===== src/rtl/word_unpacker_pkg.sv =====
// rtl/word_unpacker_pkg.sv - shared widths and lane mapping for the 128<->32 packer/unpacker pair
package word_unpacker_pkg;

    localparam int DATA_W_DEF = 32;
    localparam int ADDR_W_DEF = 4;
    localparam int LANES      = 4;

    typedef enum logic {
        ST_COLLECT  = 1'b0,
        ST_COMPLETE = 1'b1
    } state_e;

    function automatic logic [1:0] lane_idx(input logic [3:0] addr);
        return addr[3:2];
    endfunction

    function automatic int lane_lsb(input logic [1:0] lane, input int data_w);
        return int'(lane) * data_w;
    endfunction

endpackage


===== src/rtl/unpack_out_reg.sv =====
// rtl/unpack_out_reg.sv - wide valid/ready holding register (load, hold, drain)
module unpack_out_reg #(
    parameter int W = 128
) (
    input  logic         clk_i,
    input  logic         rst_ni,
    input  logic         load_i,
    input  logic [W-1:0] data_i,
    input  logic         ready_i,
    output logic         valid_o,
    output logic [W-1:0] data_o,
    output logic         free_o
);

    logic         valid_q;
    logic [W-1:0] data_q;

    assign free_o  = !valid_q || ready_i;
    assign valid_o = valid_q;
    assign data_o  = data_q;

    always_ff @(posedge clk_i or negedge rst_ni) begin
        if (!rst_ni) begin
            valid_q <= 1'b0;
            data_q  <= '0;
        end else if (load_i) begin
            valid_q <= 1'b1;
            data_q  <= data_i;
        end else if (ready_i) begin
            valid_q <= 1'b0;
        end
    end

endmodule


===== src/rtl/word_unpacker.sv =====
// rtl/word_unpacker.sv - assembles four address-tagged 32-bit words into one 128-bit line
module word_unpacker
    import word_unpacker_pkg::*;
#(
    parameter  int DATA_W = DATA_W_DEF,
    parameter  int ADDR_W = ADDR_W_DEF,
    localparam int OUT_W  = LANES * DATA_W
) (
    input  logic              clk_i,
    input  logic              rst_ni,
    input  logic              clr_i,
    input  logic              in_valid_i,
    output logic              in_ready_o,
    input  logic [DATA_W-1:0] in_data_i,
    input  logic [ADDR_W-1:0] address_i,
    output logic              out_valid_o,
    input  logic              out_ready_i,
    output logic [OUT_W-1:0]  out_data_o,
    output logic              err_misalign_o,
    output logic              err_dup_o
);

    logic [OUT_W-1:0] stage_q, stage_d;
    logic [LANES-1:0] mask_q, mask_d;
    logic             err_dup_q, err_dup_d;
    logic             err_mis_q, err_mis_d;

    state_e     state;
    logic       out_free;
    logic       xfer;
    logic       accept;
    logic       aligned;
    logic [1:0] lane;

    // State is implied by the mask: all lanes present means the line is complete.
    assign state      = (mask_q == '1) ? ST_COMPLETE : ST_COLLECT;
    assign xfer       = (state == ST_COMPLETE) && out_free;
    assign in_ready_o = (state != ST_COMPLETE) || xfer;
    assign accept     = in_valid_i && in_ready_o;
    assign aligned    = (address_i[1:0] == 2'b00);
    assign lane       = lane_idx(address_i[3:0]);

    always_comb begin
        stage_d   = stage_q;
        mask_d    = xfer ? '0 : mask_q;
        err_dup_d = 1'b0;
        err_mis_d = accept && !aligned;
        if (clr_i) begin
            mask_d = '0;
        end else if (accept && aligned) begin
            stage_d[lane_lsb(lane, DATA_W) +: DATA_W] = in_data_i;
            mask_d[lane] = 1'b1;
            // A word landing alongside the hand-off starts a fresh line, so it is never a duplicate.
            err_dup_d = mask_q[lane] && !xfer;
        end
    end

    always_ff @(posedge clk_i or negedge rst_ni) begin
        if (!rst_ni) begin
            stage_q   <= '0;
            mask_q    <= '0;
            err_dup_q <= 1'b0;
            err_mis_q <= 1'b0;
        end else begin
            stage_q   <= stage_d;
            mask_q    <= mask_d;
            err_dup_q <= err_dup_d;
            err_mis_q <= err_mis_d;
        end
    end

    assign err_dup_o      = err_dup_q;
    assign err_misalign_o = err_mis_q;

    unpack_out_reg #(
        .W(OUT_W)
    ) u_out_reg (
        .clk_i  (clk_i),
        .rst_ni (rst_ni),
        .load_i (xfer),
        .data_i (stage_q),
        .ready_i(out_ready_i),
        .valid_o(out_valid_o),
        .data_o (out_data_o),
        .free_o (out_free)
    );

endmodule

===== config.mk =====
export PLATFORM = sky130hd
export DESIGN_NAME = word_unpacker
export DESIGN_NICKNAME = d
export VERILOG_FILES = /design/src/rtl/word_unpacker_pkg.sv /design/src/rtl/unpack_out_reg.sv /design/src/rtl/word_unpacker.sv
export SDC_FILE = /design/constraint.sdc
export NUM_CORES = 1
export LEC_CHECK = 0
export CORE_ASPECT_RATIO = 0.6
export CORE_UTILIZATION = 48
export DETAILED_ROUTE_END_ITERATION = 10
export PLACE_DENSITY = 0.77
export SYNTH_ARGS = -nofsm -noshare
export SYNTH_HDL_FRONTEND = slang
export SYNTH_SLANG_ARGS = --single-unit

===== constraint.sdc =====
create_clock -name clk_i -period 1.58 [get_ports clk_i]
set_input_delay 0.316 -clock clk_i [delete_from_list [all_inputs] [get_ports clk_i]]
set_output_delay 0.316 -clock clk_i [all_outputs]
set_load 0.1 [all_outputs]

---- Word-level counts from Yosys, hierarchy flattened ----
Cells that the tools add are included.
W data, S select, Z words.
storage, ports and cells
  register bits ........................... 263
  input bits .............................. 41
  output and inout bits ................... 132
cells by class
  $add $sub $neg .......................... 1
  order comparisons ....................... 2
  equal/unequal tests ..................... 1
  shift-type cells ........................ 2
  muxes and demuxes ....................... 13
  bitwise gates (word level) .............. 3
  reduce and logical (&&, ||, !) cells .... 14
operator list
  kind                         count
  $bwmux W128                  1
  $shift A32 B33 Y128 const A  1
  $shiftx A32 B33 Y128         1
  $neg A7 Y33                  1
  $mux W4                      3
  $mux W1                      7
  $logic_and A1 B1 Y1          6
  $eq A4 B4 Y1 const B         1
  $or A4 B4 Y4                 1
  $logic_not A1 Y1             3
  $lt A2 B3 Y1 const B         1
  $bmux W1 S2                  1
  $demux W1 S2                 1
  $ge A2 B1 Y1 const B         1
  $logic_not A2 Y1             1
  $logic_or A1 B1 Y1           2
  $not A1 Y1                   2
  $reduce_and A2 Y1            1
  $reduce_bool A2 Y1           1

---- Longest topological paths before layout ----
  word-level depth ........................ 8
  mapped depth ............................ 7

---- By module ----
A second synthesis with hierarchy kept.
second synthesis, totals
  cells, all modules ...................... 853
  area, all modules ....................... 10979.3 µm²
by module, submodules not included
  module          instances  cells each  area each (µm²)
  word_unpacker   1          580         6145.9
  unpack_out_reg  1          273         4833.4

---- Worst setup path before layout ----
Ideal clock, no wire load.
  path kind ............................... reg-to-output
  from .................................... register u_out_reg.valid_q, in the netlist u_out_reg.valid_o
  to ...................................... output in_ready_o
  arrival ................................. 1952 ps
  slack ................................... -688 ps
  cell stages (with the launch flop) ...... 4
  path through ............................ dfrtp_1 -> nor2b_1 -> buf_2 -> nand2_1
on the way
  cells in the longest elaborated chain, start to end .. 4
RTL lines
  element                 RTL line              RTL
  from (decl)             unpack_out_reg.sv:15  logic valid_q;
  from (signal assigned)  unpack_out_reg.sv:24  valid_q <= 1'b0;
  from (signal assigned)  unpack_out_reg.sv:27  valid_q <= 1'b1;
  from (signal assigned)  unpack_out_reg.sv:30  valid_q <= 1'b0;
  $logic_not A1 Y1        unpack_out_reg.sv:18  assign free_o = !valid_q || ready_i;
  $logic_or A1 B1 Y1      unpack_out_reg.sv:18
  $logic_and A1 B1 Y1     word_unpacker.sv:37   assign xfer = (state == ST_COMPLETE) && out_free;
  $logic_or A1 B1 Y1      word_unpacker.sv:38   assign in_ready_o = (state != ST_COMPLETE) || xfer;
  to (decl)               word_unpacker.sv:13   output logic in_ready_o,
No other way between the ends.

---- Final worst setup path ----
Same ends and word-level chain as after synthesis.

==> metrics.txt <==
# TYPE chip_impl_metric gauge
chip_impl_metric{name="yosys.cell_types.count",unit=""} 24
chip_impl_metric{name="cts-htree-levels",unit=""} 1
chip_impl_metric{name="final.setup.worst_slack",unit="ns"} -0.321
chip_impl_metric{name="power.leakage",unit="nW"} 7.78
chip_impl_metric{name="cts_num_sinks",unit=""} 263
chip_impl_metric{name="std_cell_rows",unit=""} 42
chip_impl_metric{name="setup_violations",unit=""} 260
chip_impl_metric{name="antenna_violating_nets_post_route",unit=""} 0
chip_impl_info{name="timing.hold.worst.class",value="in2reg"} 1
chip_impl_info{name="setup.worst_path.end_class",value="output port"} 1
chip_impl_metric{name="syn-num-nets",unit=""} 902
chip_impl_metric{name="worstMarginPinSlew",unit="ns"} 0.371
chip_impl_metric{name="cts.reportedPaths.clkPinSlew",unit="ns"} 0.07
chip_impl_metric{name="finish.net_count",unit=""} 1163
chip_impl_metric{name="vias_in_the_first_global_route",unit=""} 8279
chip_impl_metric{name="synth_seq_area_share",unit="%"} 60.3
chip_impl_metric{name="number_of_enable_type_register_cells_in_the_synthesized_netlist",unit=""} 0
chip_impl_metric{name="maximum_number_of_pins_on_one_net_before_global_route_repair",unit=""} 51
chip_impl_metric{name="maxSlewViolCount",unit=""} 0
chip_impl_metric{name="clock_path_buffers",unit=""} 3
chip_impl_info{name="cts_tree",value="yes"} 1
chip_impl_metric{name="arrival",unit="ns"} 1.58
chip_impl_metric{name="netlist_instances",unit=""} 855
chip_impl_metric{name="grt_first_pass_wirelength",unit="mm"} 49.4
chip_impl_metric{name="worst-r2r-cell-count",unit=""} 8
chip_impl_metric{name="drive_above_1_share",unit="%"} 37.3
chip_impl_metric{name="hold-path-cell-count",unit=""} 3
chip_impl_metric{name="cts_inserted_buffers",unit=""} 24
chip_impl_metric{name="hold-worst-slack",unit="ns"} 0.279
chip_impl_metric{name="hold_viol",unit=""} 0
chip_impl_metric{name="area_growth_syn_to_layout",unit="%"} 56.8
chip_impl_metric{name="syn-cell-area",unit="sq mm"} 0.0109
chip_impl_metric{name="design_area",unit="sq mm"} 0.0171
chip_impl_metric{name="preCtsSetupSlack",unit="ns"} -0.796
chip_impl_metric{name="dr.first_iter.drc_count",unit=""} 498
chip_impl_info{name="cts_root_buffer",value="clkbuf_16"} 1
chip_impl_metric{name="synthesis.area_per_instance",unit="sq um"} 12.8
chip_impl_metric{name="grt_antenna_before_repair",unit=""} 1
chip_impl_metric{name="timing.final.crit_share",unit="%"} 120
chip_impl_metric{name="design.core.area",unit="sq mm"} 0.0222
chip_impl_metric{name="fin_worst_skew",unit="ns"} 0.00984
chip_impl_metric{name="critical_path_required",unit="ns"} 1.26
chip_impl_metric{name="post_dp_cell_area",unit="sq mm"} 0.0151
chip_impl_metric{name="detail_route.wl_per_cell",unit="um"} 22.5
chip_impl_info{name="yosysTopAreaCell",value="dfrtp_1"} 1
chip_impl_info{name="grt_setup_unrepaired",value="yes"} 1
chip_impl_metric{name="die_area",unit="sq mm"} 0.0233
chip_impl_info{name="violations_in_the_final_reports",value="setup timing"} 1
chip_impl_metric{name="period_needed",unit="ns"} 1.90
chip_impl_metric{name="post-route-drc-count",unit=""} 0
chip_impl_metric{name="chipHeight",unit="um"} 119
chip_impl_info{name="dominantRegCellSynth",value="dfrtp_1"} 1
chip_impl_metric{name="multi_input_combinational_cell_area",unit="sq mm"} 0.00410
chip_impl_metric{name="io_pins",unit=""} 173
chip_impl_info{name="yosysMostFrequentCell",value="dfrtp_1"} 1
chip_impl_metric{name="initial_utilization",unit="%"} 49.2
chip_impl_metric{name="max-vdd-ir-drop",unit="V"} 0.000693
chip_impl_metric{name="postSynth.asyncResetShare",unit="%"} 100
chip_impl_metric{name="yosys_warnings",unit=""} 0
chip_impl_metric{name="final_gp_congestion",unit=""} 0.786
chip_impl_metric{name="place_hpwl",unit="mm"} 19.3
chip_impl_metric{name="layout.core_utilization",unit="%"} 77.1
chip_impl_metric{name="slack_of_the_worst_reg_to_reg_path",unit="ns"} -0.25
chip_impl_info{name="timing.critical_path.from_type",value="flop"} 1
chip_impl_metric{name="insertion_delay",unit="ns"} 0.52
chip_impl_metric{name="synth.ff_latch_count",unit=""} 263
chip_impl_metric{name="io_buffers",unit=""} 172
chip_impl_metric{name="fp.dieW",unit="um"} 197
chip_impl_metric{name="numPlacedInstances",unit=""} 1350
chip_impl_metric{name="vias",unit=""} 7550
chip_impl_metric{name="cap_viol_max_count",unit=""} 0
chip_impl_info{name="setup.worst_path.class",value="reg2out"} 1
chip_impl_metric{name="post_layout_nonfiller_instances",unit=""} 1442
chip_impl_info{name="synth.top_cells.by_area",value="dfrtp_1, mux2_2, mux2i_1"} 1
chip_impl_metric{name="yosys.area.top_type_share",unit="%"} 60.3
chip_impl_metric{name="slew-limit-headroom",unit="%"} 75.3
chip_impl_info{name="hold_path_end",value="err_misalign_o"} 1
chip_impl_metric{name="layout.filler_cells",unit=""} 1292
chip_impl_metric{name="register_area",unit="sq mm"} 0.00659
chip_impl_info{name="min_from",value="address_i[0]"} 1
chip_impl_info{name="synth_commonest_cells",value="dfrtp_1, inv_1, nand2_1"} 1
chip_impl_metric{name="viasPerCell",unit=""} 5.24
chip_impl_metric{name="first_pass_iters",unit=""} 5
chip_impl_metric{name="max_freq",unit="MHz"} 526
chip_impl_info{name="timing.rr.end",value="u_out_reg.data_o[72]"} 1
chip_impl_info{name="crit-reg2reg-launch",value="u_out_reg.valid_o"} 1
chip_impl_metric{name="worstPathMaxFanout",unit=""} 2
chip_impl_metric{name="power_density_over_cell_area",unit="mW/mm^2"} 902
chip_impl_metric{name="grt-ovfl-total",unit=""} 0
chip_impl_info{name="status",value="finished with violations"} 1
chip_impl_metric{name="grt.total_usage",unit="%"} 28.1
chip_impl_metric{name="total_wirelength",unit="mm"} 32.5
[layer usage]
metal	vias up	global-route usage, %	wire (um)
met4	0	6.64	570
met3	49	5.99	1800
met2	243	43.8	15200
met1	3996	40.3	14900
li1	3262	-	-
met5	-	0	0
[power breakdown]
| group | switching [mW] | internal [mW] | leakage (nW) |
|---|---|---|---|
| Clock | 2.50 | 3.30 | 0.379 |
| Sequential | 0.524 | 7.53 | 3.38 |
| Combinational | 0.894 | 0.681 | 4.02 |
| Total | 3.92 | 11.5 | 7.78 |
[critical path: stages (launching register included)]
cell     delay [ns]
dfrtp_4        0.47
nor2b_4        0.14
buf_12         0.12
buf_6          0.11
nand2_4        0.05
buf_12         0.17
[metrics by stage]
stage                     TNS (ns)  total power [mW]
after floorplan             -50.38              8.77
after global placement     -118.66              9.40
after detailed placement   -126.96              9.54
after CTS                   -46.33              15.4
after global routing        -50.82              16.0
final                       -42.28              15.4
[area by class of cell]
| class | count | share of cell area (%) |
|---|---|---|
| Sequential cell | 263 | 38.5 |
| Timing Repair Buffer | 277 | 27.8 |
| Multi-Input combinational cell | 416 | 24.0 |
| Clock buffer | 38 | 4.24 |
| Inverter | 134 | 2.94 |
| Tap cell | 308 | 2.25 |
| Clock inverter | 4 | 0.263 |
| Antenna cell | 2 | 0.0293 |
[sequential cells by signal, indices dropped and copies added (netlist names)]
| signal | cells |
|---|---|
| u_out_reg.valid_o | 1 |
| err_misalign_o | 1 |
| u_out_reg.data_o | 128 |
| stage_q | 128 |
| mask_q | 4 |
| err_dup_o | 1 |
[what timing repair did]
item / in CTS / in global routing
gates resized for setup: 88 / 36
hold buffers: 1 / 0
hold endpoints to repair: 29 / 0
pin swaps: 7 / 7
endpoints found under the setup margin: 193 / 260
buffers inserted: 25 / 9
gates cloned: 22 / 3
[how the worst max path moves through the flow]
stage	to	slack [ns]	depth (start not counted)	startpoint
finish	in_ready_o	-0.32	5	u_out_reg.valid_o
global route	in_ready_o	-0.35	5	u_out_reg.valid_o
CTS	in_ready_o	-0.33	5	u_out_reg.valid_o
detailed placement	stage_q[89]	-0.80	5	clr_i
global placement	stage_q[51]	-0.71	5	clr_i
floorplan	u_out_reg.data_o[64]	-0.24	6	u_out_reg.valid_o
[layout by cell type (no fill, tap or decap), types with 4 or more instances in the layout]
cell type	instances
nand2_1	129
mux2i_1	120
inv_1	134
buf_6	18
buf_12	169
mux2_4	128
buf_8	8
ha_1	6
buf_16	14
mux2i_2	5
clkbuf_8	5
dfrtp_1	262
clkdlybuf4s50_1	36
a211oi_4	4
buf_4	25
clkbuf_1	8
clkbuf_16	28
[logic make-up (layout without fill, tap and decap cells)]
family	count (synthesis)	count (layout)	share of synthesized area (%)
and+or+nand+nor	141	141	5.24
buffers and inverters	176	453	7.33
other	0	2	0
AOI/OAI and AO/OA	12	12	1.22
adders and majority gates	6	6	0.688
DFF	263	263	60.3
muxes	257	257	25.2
Note: power is estimated with default switching activity, not from simulation.
